<file path="config.mk">
export PLATFORM = sky130hd
export DESIGN_NAME = mtm_alu_cmd_serializer
export DESIGN_NICKNAME = d
export VERILOG_FILES = /design/src/rtl/mtm_alu_cmd_serializer_pkg.sv /design/src/rtl/mtm_alu_frame_tx.sv /design/src/rtl/mtm_alu_cmd_serializer.sv
export SDC_FILE = /design/constraint.sdc
export NUM_CORES = 1
export LEC_CHECK = 0
export BUFFER_PORTS_ARGS = -buffer_cell sky130_fd_sc_hd__buf_2
export CAP_MARGIN = 0
export CORE_ASPECT_RATIO = 1.25
export CORE_MARGIN = 2
export CORE_UTILIZATION = 50
export DETAILED_ROUTE_END_ITERATION = 10
export GPL_ROUTABILITY_DRIVEN = 1
export PLACE_DENSITY_LB_ADDON = 0.1
export RECOVER_POWER = 50
export SETUP_SLACK_MARGIN = 0.2
export SLEW_MARGIN = 0
export SYNTH_ARGS = -nofsm -noshare
export SYNTH_HDL_FRONTEND = slang
export SYNTH_HIERARCHICAL = 1
export SYNTH_SLANG_ARGS = --single-unit
</file>
<file path="constraint.sdc">
create_clock -name clk_i -period 5.95 [get_ports clk_i]
set_input_delay 0.2975 -clock clk_i [delete_from_list [all_inputs] [get_ports clk_i]]
set_output_delay 0.2975 -clock clk_i [all_outputs]
set_load 0.01 [all_outputs]
</file>
<file path="src/rtl/mtm_alu_cmd_serializer_pkg.sv">
// Shared types, constants and helpers for the mtm_Alu command serializer.
package mtm_alu_cmd_serializer_pkg;

    typedef enum logic [2:0] {
        OpAnd = 3'b000,
        OpOr  = 3'b001,
        OpAdd = 3'b100,
        OpSub = 3'b101
    } op_t;

    localparam logic [2:0] OP_INVALID = 3'b010;

    // Frame type bit
    localparam logic FRAME_DATA = 1'b0;
    localparam logic FRAME_CTL  = 1'b1;

    // Bit positions inside the error-injection flags
    localparam int unsigned ERR_DATA = 0;
    localparam int unsigned ERR_CRC  = 1;
    localparam int unsigned ERR_OP   = 2;

    // Widest CRC input: two 64-bit operands plus the 1'b1 marker and op
    localparam int unsigned CRC_MAX_BITS = 132;

    // CRC4 x^4+x+1, init 0, over the low nbits of 'bits', MSB first
    function automatic logic [3:0] crc4_calc(input logic [CRC_MAX_BITS-1:0] bits,
                                             input int unsigned nbits);
        logic [3:0] crc;
        logic       fb;
        crc = 4'h0;
        for (int i = 0; i < CRC_MAX_BITS; i++) begin
            if ((CRC_MAX_BITS - 1 - i) < nbits) begin
                fb  = crc[3] ^ bits[8'(CRC_MAX_BITS - 1 - i)];
                crc = {crc[2:0], 1'b0} ^ (fb ? 4'b0011 : 4'b0000);
            end
        end
        return crc;
    endfunction

    // One step of the Fibonacci LFSR x^32+x^22+x^2+x+1
    function automatic logic [31:0] lfsr_step(input logic [31:0] s);
        return {s[30:0], s[31] ^ s[21] ^ s[1] ^ s[0]};
    endfunction

endpackage

</file>
<file path="src/rtl/mtm_alu_frame_tx.sv">
// 11-bit serial frame shifter: start 0, type, payload MSB first, stop 1.
module mtm_alu_frame_tx
    import mtm_alu_cmd_serializer_pkg::*;
(
    input  logic       clk_i,
    input  logic       rst_ni,
    input  logic       load_i,
    input  logic       type_i,
    input  logic [7:0] payload_i,
    output logic       sin_o,
    output logic       frame_done_o,
    output logic       frame_last_o
);

    logic [10:0] shreg_q, shreg_d;
    logic [3:0]  bit_cnt_q, bit_cnt_d;
    logic        active_q, active_d;

    // Shift one bit per cycle; a load (even during a stop bit) restarts the frame
    always_comb begin
        shreg_d   = shreg_q;
        bit_cnt_d = bit_cnt_q;
        active_d  = active_q;
        if (active_q) begin
            shreg_d   = {shreg_q[9:0], 1'b1};
            bit_cnt_d = bit_cnt_q + 4'd1;
            if (bit_cnt_q == 4'd10) begin
                active_d = 1'b0;
            end
        end
        if (load_i) begin
            shreg_d   = {1'b0, type_i, payload_i, 1'b1};
            bit_cnt_d = 4'd0;
            active_d  = 1'b1;
        end
    end

    // Frame state register
    always_ff @(posedge clk_i or negedge rst_ni) begin
        if (!rst_ni) begin
            shreg_q   <= '1;
            bit_cnt_q <= 4'd0;
            active_q  <= 1'b0;
        end else begin
            shreg_q   <= shreg_d;
            bit_cnt_q <= bit_cnt_d;
            active_q  <= active_d;
        end
    end

    // Line idles high whenever no frame is active, so reset forces it high at once
    assign sin_o        = active_q ? shreg_q[10] : 1'b1;
    assign frame_done_o = active_q && (bit_cnt_q == 4'd10);
    assign frame_last_o = active_q && (bit_cnt_q == 4'd9);

endmodule

</file>
<file path="src/rtl/mtm_alu_cmd_serializer.sv">
// Command serializer for the mtm_Alu serial input: frames B, A and a ctl frame with CRC4.
// Optional LFSR self-stimulus is enabled by defining MTM_ALU_SER_LFSR_EN.
module mtm_alu_cmd_serializer
    import mtm_alu_cmd_serializer_pkg::*;
#(
    parameter int unsigned DATA_W    = 32,
    parameter int unsigned GAP_BITS  = 2,
    parameter logic [31:0] LFSR_SEED = 32'hACE1_2024
) (
    input  logic              clk_i,
    input  logic              rst_ni,
    input  logic              cmd_valid_i,
    output logic              cmd_ready_o,
    input  logic [DATA_W-1:0] cmd_b_i,
    input  logic [DATA_W-1:0] cmd_a_i,
    input  logic [2:0]        cmd_op_i,
    input  logic [2:0]        cmd_err_i,
    input  logic              rand_en_i,
    output logic              sin_o,
    output logic              busy_o,
    output logic              done_o,
    output logic [15:0]       cmd_cnt_o
);

    localparam int unsigned NB       = DATA_W / 8;
    localparam int unsigned WORD_W   = 2 * DATA_W;
    localparam int unsigned CRC_BITS = WORD_W + 4;
    // GAP lasts GAP_BITS-1 cycles; the final idle bit-time is spent in IDLE
    localparam int unsigned GAP_LAST = (GAP_BITS >= 2) ? GAP_BITS - 2 : 0;

    typedef enum logic [1:0] {StIdle, StData, StCtl, StGap} state_t;

    state_t              state_q, state_d;
    logic [WORD_W-1:0]   word_q, word_d, word_sh;
    logic [7:0]          ctl_q, ctl_d;
    logic                err_data_q, err_data_d;
    logic [3:0]          byte_cnt_q, byte_cnt_d, last_byte;
    logic [15:0]         gap_cnt_q, gap_cnt_d;
    logic [15:0]         cmd_cnt_q, cmd_cnt_d;
    logic                done_q, done_d;

    logic                issue;
    logic [DATA_W-1:0]   src_b, src_a;
    logic [2:0]          src_op, src_err, op_eff;
    logic [3:0]          crc_tx;

    logic                load, ld_type, frame_done, frame_last;
    logic [7:0]          ld_payload;

`ifdef MTM_ALU_SER_LFSR_EN
    logic [31:0] lfsr_q, lfsr_d, lfsr_s1, lfsr_s2;
    logic        self_issue;

    // Command source: cmd_valid wins; otherwise rand_en self-issues from the LFSR
    always_comb begin
        lfsr_s1    = lfsr_step(lfsr_q);
        lfsr_s2    = lfsr_step(lfsr_s1);
        self_issue = (state_q == StIdle) && rand_en_i && !cmd_valid_i;
        issue      = (state_q == StIdle) && (cmd_valid_i || rand_en_i);
        lfsr_d     = self_issue ? lfsr_s2 : lfsr_q;
        src_b      = cmd_b_i;
        src_a      = cmd_a_i;
        src_op     = cmd_op_i;
        src_err    = cmd_err_i;
        if (self_issue) begin
            src_b   = DATA_W'(lfsr_s1);
            src_a   = DATA_W'(lfsr_s2);
            src_err = 3'b000;
            unique case (lfsr_s2[1:0])
                2'b00:   src_op = OpAnd;
                2'b01:   src_op = OpOr;
                2'b10:   src_op = OpAdd;
                default: src_op = OpSub;
            endcase
        end
    end

    // LFSR register, advanced only on self-issued commands
    always_ff @(posedge clk_i or negedge rst_ni) begin
        if (!rst_ni) lfsr_q <= LFSR_SEED;
        else         lfsr_q <= lfsr_d;
    end
`else
    logic unused_rand_en;
    assign unused_rand_en = rand_en_i;
    assign issue          = (state_q == StIdle) && cmd_valid_i;
    assign src_b          = cmd_b_i;
    assign src_a          = cmd_a_i;
    assign src_op         = cmd_op_i;
    assign src_err        = cmd_err_i;
`endif

    // Op substitution feeds both the ctl frame and the CRC; CRC flip comes after
    always_comb begin
        op_eff = src_err[ERR_OP] ? OP_INVALID : src_op;
        crc_tx = crc4_calc(CRC_MAX_BITS'({src_b, src_a, 1'b1, op_eff}), CRC_BITS)
                 ^ (src_err[ERR_CRC] ? 4'hF : 4'h0);
    end

    // Next-state, frame loading and completion bookkeeping
    always_comb begin
        state_d    = state_q;
        word_d     = word_q;
        ctl_d      = ctl_q;
        err_data_d = err_data_q;
        byte_cnt_d = byte_cnt_q;
        gap_cnt_d  = gap_cnt_q;
        cmd_cnt_d  = cmd_cnt_q;
        done_d     = 1'b0;
        load       = 1'b0;
        ld_type    = FRAME_DATA;
        ld_payload = 8'h00;
        last_byte  = err_data_q ? 4'(2 * NB - 2) : 4'(2 * NB - 1);
        word_sh    = word_q << {byte_cnt_q + 4'd1, 3'b000};
        case (state_q)
            StIdle: begin
                if (issue) begin
                    word_d     = {src_b, src_a};
                    ctl_d      = {1'b0, op_eff, crc_tx};
                    err_data_d = src_err[ERR_DATA];
                    byte_cnt_d = 4'd0;
                    load       = 1'b1;
                    ld_payload = src_b[DATA_W-1 -: 8];
                    state_d    = StData;
                end
            end
            StData: begin
                if (frame_done) begin
                    load       = 1'b1;
                    byte_cnt_d = byte_cnt_q + 4'd1;
                    if (byte_cnt_q == last_byte) begin
                        ld_type    = FRAME_CTL;
                        ld_payload = ctl_q;
                        state_d    = StCtl;
                    end else begin
                        ld_payload = word_sh[WORD_W-1 -: 8];
                    end
                end
            end
            StCtl: begin
                // Without a gap, IDLE overlaps the ctl stop bit so commands abut
                if (GAP_BITS == 0) begin
                    if (frame_last) begin
                        state_d   = StIdle;
                        done_d    = 1'b1;
                        cmd_cnt_d = cmd_cnt_q + 16'd1;
                    end
                end else if (frame_done) begin
                    if (GAP_BITS == 1) begin
                        state_d   = StIdle;
                        done_d    = 1'b1;
                        cmd_cnt_d = cmd_cnt_q + 16'd1;
                    end else begin
                        state_d   = StGap;
                        gap_cnt_d = 16'd0;
                    end
                end
            end
            StGap: begin
                if (gap_cnt_q == 16'(GAP_LAST)) begin
                    state_d   = StIdle;
                    done_d    = 1'b1;
                    cmd_cnt_d = cmd_cnt_q + 16'd1;
                end else begin
                    gap_cnt_d = gap_cnt_q + 16'd1;
                end
            end
            default: state_d = StIdle;
        endcase
    end

    // Control state registers
    always_ff @(posedge clk_i or negedge rst_ni) begin
        if (!rst_ni) begin
            state_q    <= StIdle;
            word_q     <= '0;
            ctl_q      <= 8'h00;
            err_data_q <= 1'b0;
            byte_cnt_q <= 4'd0;
            gap_cnt_q  <= 16'd0;
            cmd_cnt_q  <= 16'd0;
            done_q     <= 1'b0;
        end else begin
            state_q    <= state_d;
            word_q     <= word_d;
            ctl_q      <= ctl_d;
            err_data_q <= err_data_d;
            byte_cnt_q <= byte_cnt_d;
            gap_cnt_q  <= gap_cnt_d;
            cmd_cnt_q  <= cmd_cnt_d;
            done_q     <= done_d;
        end
    end

    mtm_alu_frame_tx u_frame_tx (
        .clk_i        (clk_i),
        .rst_ni       (rst_ni),
        .load_i       (load),
        .type_i       (ld_type),
        .payload_i    (ld_payload),
        .sin_o        (sin_o),
        .frame_done_o (frame_done),
        .frame_last_o (frame_last)
    );

    assign cmd_ready_o = (state_q == StIdle);
    // The final bit-time runs in IDLE with done high; it still belongs to the command
    assign busy_o      = (state_q != StIdle) || done_q;
    assign done_o      = done_q;
    assign cmd_cnt_o   = cmd_cnt_q;

endmodule
</file>
# Word level (Yosys, flattened, before mapping)
# Cells that the tools add are included.
# Widths: inputs -> output; s select.
# totals
register_bits	127
wordCells	278
output_inout_bits	20
input_bits	74
# classes
n_bitwise	134
muxes	103
shifts	1
n_reduce_logical	14
eq_ne	11
n_addsub	4
# ops
cell	count
$xor 4x2->4	66
$mux 2	73
$shl 64x7->64	1
$xor 1x1->1	64
$add 16x1->16 const B	2
$mux 16	2
$pmux 16 s2	1
$mux 8	3
$mux 11	2
$mux 4	5
$logic_not 16->1	1
$pmux 8 s2	1
$mux 1	12
$ne 2x2->1 const B	5
$add 4x1->4 const B	2
$pmux 2 s4	1
$pmux 4 s2	1
$reduce_bool 2->1	4
$reduce_and 3->1	2
$reduce_and 5->1	1
$eq 2x2->1 const B	2
$eq 4x3->1	1
$eq 4x4->1 const B	1
$reduce_and 2->1	2
10 further kinds	12

# Longest topological paths before layout
# logic_depth
ltp_word	199
mapped_depth	10
mapped_depth_nobuf	10

# By module
# The synthesis kept the hierarchy.
# modules_own_cells
module	cells_per_inst	area_each_um2	instances
mtm_alu_cmd_serializer	642	6556.3	1
mtm_alu_frame_tx	70	749.5	1

# Worst setup path after synthesis
# OpenSTA, ideal clock, no wires.
# synth_path
path_type	input to register
start	input port cmd_b_i[20]
end	register ctl_q[3]
setup_time_ns	0.125
path_slack_ns	2.763
path_stages	8
arrival_time_ns	3.062
path_cell_list	xnor3_1 > xnor3_2 > xnor3_2 > xnor3_1 > xnor3_1 > xnor3_1 > xnor3_1 > mux2_4
# synth_via
elab_chain_cells	96
# synth_lines
element	line	text
start: declaration	mtm_alu_cmd_serializer.sv:14	input logic [DATA_W-1:0] cmd_b_i,
$xor 1x1->1 (*)	mtm_alu_cmd_serializer_pkg.sv:33	fb = crc[3] ^ bits[8'(CRC_MAX_BITS - 1 - i)];
$mux 2 (*)	mtm_alu_cmd_serializer_pkg.sv:34	crc = {crc[2:0], 1'b0} ^ (fb ? 4'b0011 : 4'b0000);
$xor 4x2->4 (*) (3 in a row)	mtm_alu_cmd_serializer_pkg.sv:34	
$xor 1x1->1	mtm_alu_cmd_serializer_pkg.sv:33	
$mux 2	mtm_alu_cmd_serializer_pkg.sv:34	
$xor 4x2->4 (*) (3 in a row)	mtm_alu_cmd_serializer_pkg.sv:34	
$xor 1x1->1	mtm_alu_cmd_serializer_pkg.sv:33	
$mux 2	mtm_alu_cmd_serializer_pkg.sv:34	
[... 70 more ...]	n/a	
$xor 4x2->4 (*) (3 in a row)	mtm_alu_cmd_serializer_pkg.sv:34	
$xor 1x1->1	mtm_alu_cmd_serializer_pkg.sv:33	
$mux 2	mtm_alu_cmd_serializer_pkg.sv:34	
$xor 4x2->4 (*) (3 in a row)	mtm_alu_cmd_serializer_pkg.sv:34	
$xor 1x1->1	mtm_alu_cmd_serializer_pkg.sv:33	
$mux 2	mtm_alu_cmd_serializer_pkg.sv:34	
$xor 4x2->4 (*) (3 in a row)	mtm_alu_cmd_serializer_pkg.sv:34	
$xor 4x4->4 (*)	mtm_alu_cmd_serializer.sv:97	^ (src_err[ERR_CRC] ? 4'hF : 4'h0);
end signal: assignment	mtm_alu_cmd_serializer.sv:186	ctl_q <= ctl_d;
end: declaration	mtm_alu_cmd_serializer.sv:35	logic [7:0] ctl_q, ctl_d;
# Every way passes the cells marked *; elsewhere a longest branch is shown, timed or not.
# A chain may end at the register's enable or synchronous reset.

# Worst setup path in the final report
# layout_path
start	register byte_cnt_q[0]
end	register u_frame_tx.shreg_q[7]
# layout_via
elab_chain_cells	6
# layout_lines
element	line	text
start: declaration	mtm_alu_cmd_serializer.sv:37	logic [3:0] byte_cnt_q, byte_cnt_d, last_byte;
start signal: assignment	mtm_alu_cmd_serializer.sv:188	byte_cnt_q <= byte_cnt_d;
$add 4x1->4	mtm_alu_cmd_serializer.sv:114	word_sh = word_q << {byte_cnt_q + 4'd1, 3'b000};
$shl 64x7->64	mtm_alu_cmd_serializer.sv:114	
$mux 8 (*)	mtm_alu_cmd_serializer.sv:131	if (byte_cnt_q == last_byte) begin
$mux 8 (*)	mtm_alu_cmd_serializer.sv:128	if (frame_done) begin
$pmux 8 s2 (*)	mtm_alu_cmd_serializer.sv:115	case (state_q)
net ld_payload[6]	mtm_alu_cmd_serializer.sv:48	logic [7:0] ld_payload;
$mux 11 (*)	mtm_alu_frame_tx.sv:31	if (load_i) begin
end signal: assignment	mtm_alu_frame_tx.sv:45	shreg_q <= shreg_d;
end: declaration	mtm_alu_frame_tx.sv:15	logic [10:0] shreg_q, shreg_d;
# The timed path passes the listed nets; every way through them passes the cells marked *.

==> impl_metrics.yaml <==
route:
  wire_per_inst_um: 16.93
  ant_nets: 0
  firstDrtPassIters: 4
  num_vias: 5220
  drtIter0Drc: 458
  wirelength_um: 16760
  vias_per_cell: 5.273
  drc_errors: 0
layout:
  area.growth.synth_to_final_pct: 18.04
  n_antenna_cell: 0
  final_cell_mix: "nand2_1, dfrtp_1, buf_2"
  drive_gt1_share_pct: 18.35
  finalNetCount: 883
  layout_commonest_cell: "nand2_1"
cts:
  cts_tree: "done"
  htree_levels: 4
  clkLatencyLatePin_ns: 0.42
  cts-root-buf: "clkbuf_16"
  cts.clk_slew.worst_paths_ns: 0.05
  clock_path_buffers: 2
  clock-sinks: 126
  cts_made_buffers: 17
  post_cts_resized: 0
critical_path:
  reg2reg_slack_ns: 2.23
  cp_max_fo: 21
  critical_path_class: "flop to flop"
  critPathRequiredTime_ns: 6.29
  cp-end-kind: "flop"
  worstPathArrival_ns: 4.06
  start_kind: "flop"
floorplan:
  die_h_um: 138.9
  start_util_pct: 50.77
  num_rows: 49
  coreArea_mm2: 0.01435
  dieArea_mm2: 0.01555
  ios: 94
  dieWidth_um: 112.0
status:
  failed_checks: "max-capacitance violations, max-slew violations"
  status: "finished, violations left"
power:
  total_power_mw: 3.631
  power.density_mw_per_mm2: 422.4
  vdd_ir_drop_max_mv: 0.7937
  leakagePower_nw: 4.450
sta:
  final_max_slew_viol_count: 119
  worst_pin_slew_ns: 3.104
  min_period_ns: 3.723
  finalSetupViolCount: 0
  tns_ns: 0
  finalCritPeriodShare_pct: 62.58
  hold_viol: 0
  max_clock_freq_ghz: 0.2686
  skew_ns: 0.007150
  grt_setup_unrepaired: "no"
  max_slew_margin_pct: -106.9
place:
  io_buffer_count: 92
  dpl.hpwl_um: 12230
  place.gp.congestion: 0.9033
job:
  maxCapViolCount: 3
global_routing:
  grt_max_degree: 71
  grt_use_total_pct: 22.72
  grt_pass1_wl_um: 27500
  grt-ovfl-total: 0
  grt_pass1_vias: 5348
  grt_antenna_before_repair: 0
logic_synthesis:
  synth.avg_cell_area_um2: 10.27
  synthCells: 709
  yosys_warnings: 6
  syn_area_mm2: 0.007283
  syn-num-nets: 793
worst_hold_path:
  hp-class: "input pin to flop"
[through the flow]
stage / setup slack, ns / instances / area, µm² / hold slack (ns) / utilization, %
3_3_place_gp: 2.458 / 957 / 7894 / 0.4017 / 55.02
4_1_cts: 2.878 / 990 / 8631 / 0.07797 / 60.16
2_1_floorplan: 2.763 / 709 / 7283 / 0.001909 / -
5_1_grt: 1.598 / 990 / 8597 / 0.09627 / 59.93
6_report: 2.227 / 990 / 8597 / 0.09166 / 59.93
3_5_place_dp: 2.461 / 957 / 7894 / 0.4127 / 55.02
[registers in the layout, indices dropped and copies added (netlist names)]
register              cells
err_data_q                1
ctl_q                     7
u_frame_tx/shreg_q       10
cmd_cnt_o                16
byte_cnt_q                4
done_o                    1
u_frame_tx/bit_cnt_q      4
gap_cnt_q                16
u_frame_tx/active_q       1
state_q                   2
word_q                   64
[what timing repair did]
action	in CTS	in global routing
hold buffers	1	0
hold endpoints to repair	52	0
setup buffers	0	0
[worst max-delay path, cell delays in order, from the launching register on]
cell	delay, ns
dfrtp_1	0.31
clkbuf_1	1.28
ha_1	0.40
xor2_1	0.93
mux2i_1	0.18
o211ai_1	0.31
nand2_1	0.10
o21ai_1	0.11
[routing by layer]
layer,GRT usage (%),up-vias,wire [µm]
li1,-,2538,-
met1,28.99,2549,7029
met2,38.82,114,8684
met3,4.633,19,680
met4,7.766,0,369
met5,0,-,0
[power breakdown]
group	internal, mW	switching, mW	total, mW
clock	0.883	0.382	1.26
combinational	0.994	0.515	1.51
sequential	0.858	0	0.858
total	2.73	0.897	3.63
[area by class of cell]
class	count	area [µm²]
clock buffer	18	439.2
tap	178	222.7
sequential	126	3166
clock inverter	14	287.8
timing repair buffer	97	470.5
fill	1233	5749
inverter	8	30.03
multi-input combinational	549	3981
[final timing paths]
path,start,end,cells after the start
worst max-delay path,byte_cnt_q[0],u_frame_tx/shreg_q[7],7
worst min-delay path,cmd_err_i[0],err_data_q,3
worst max register to register,byte_cnt_q[0],u_frame_tx/shreg_q[7],7
worst min register to register,word_q[11],word_q[11],2
max in group asynchronous,rst_ni,word_q[9],3
min in group asynchronous,rst_ni,cmd_cnt_o[14],2
No activity file was read; power rests on OpenSTA's default activity.
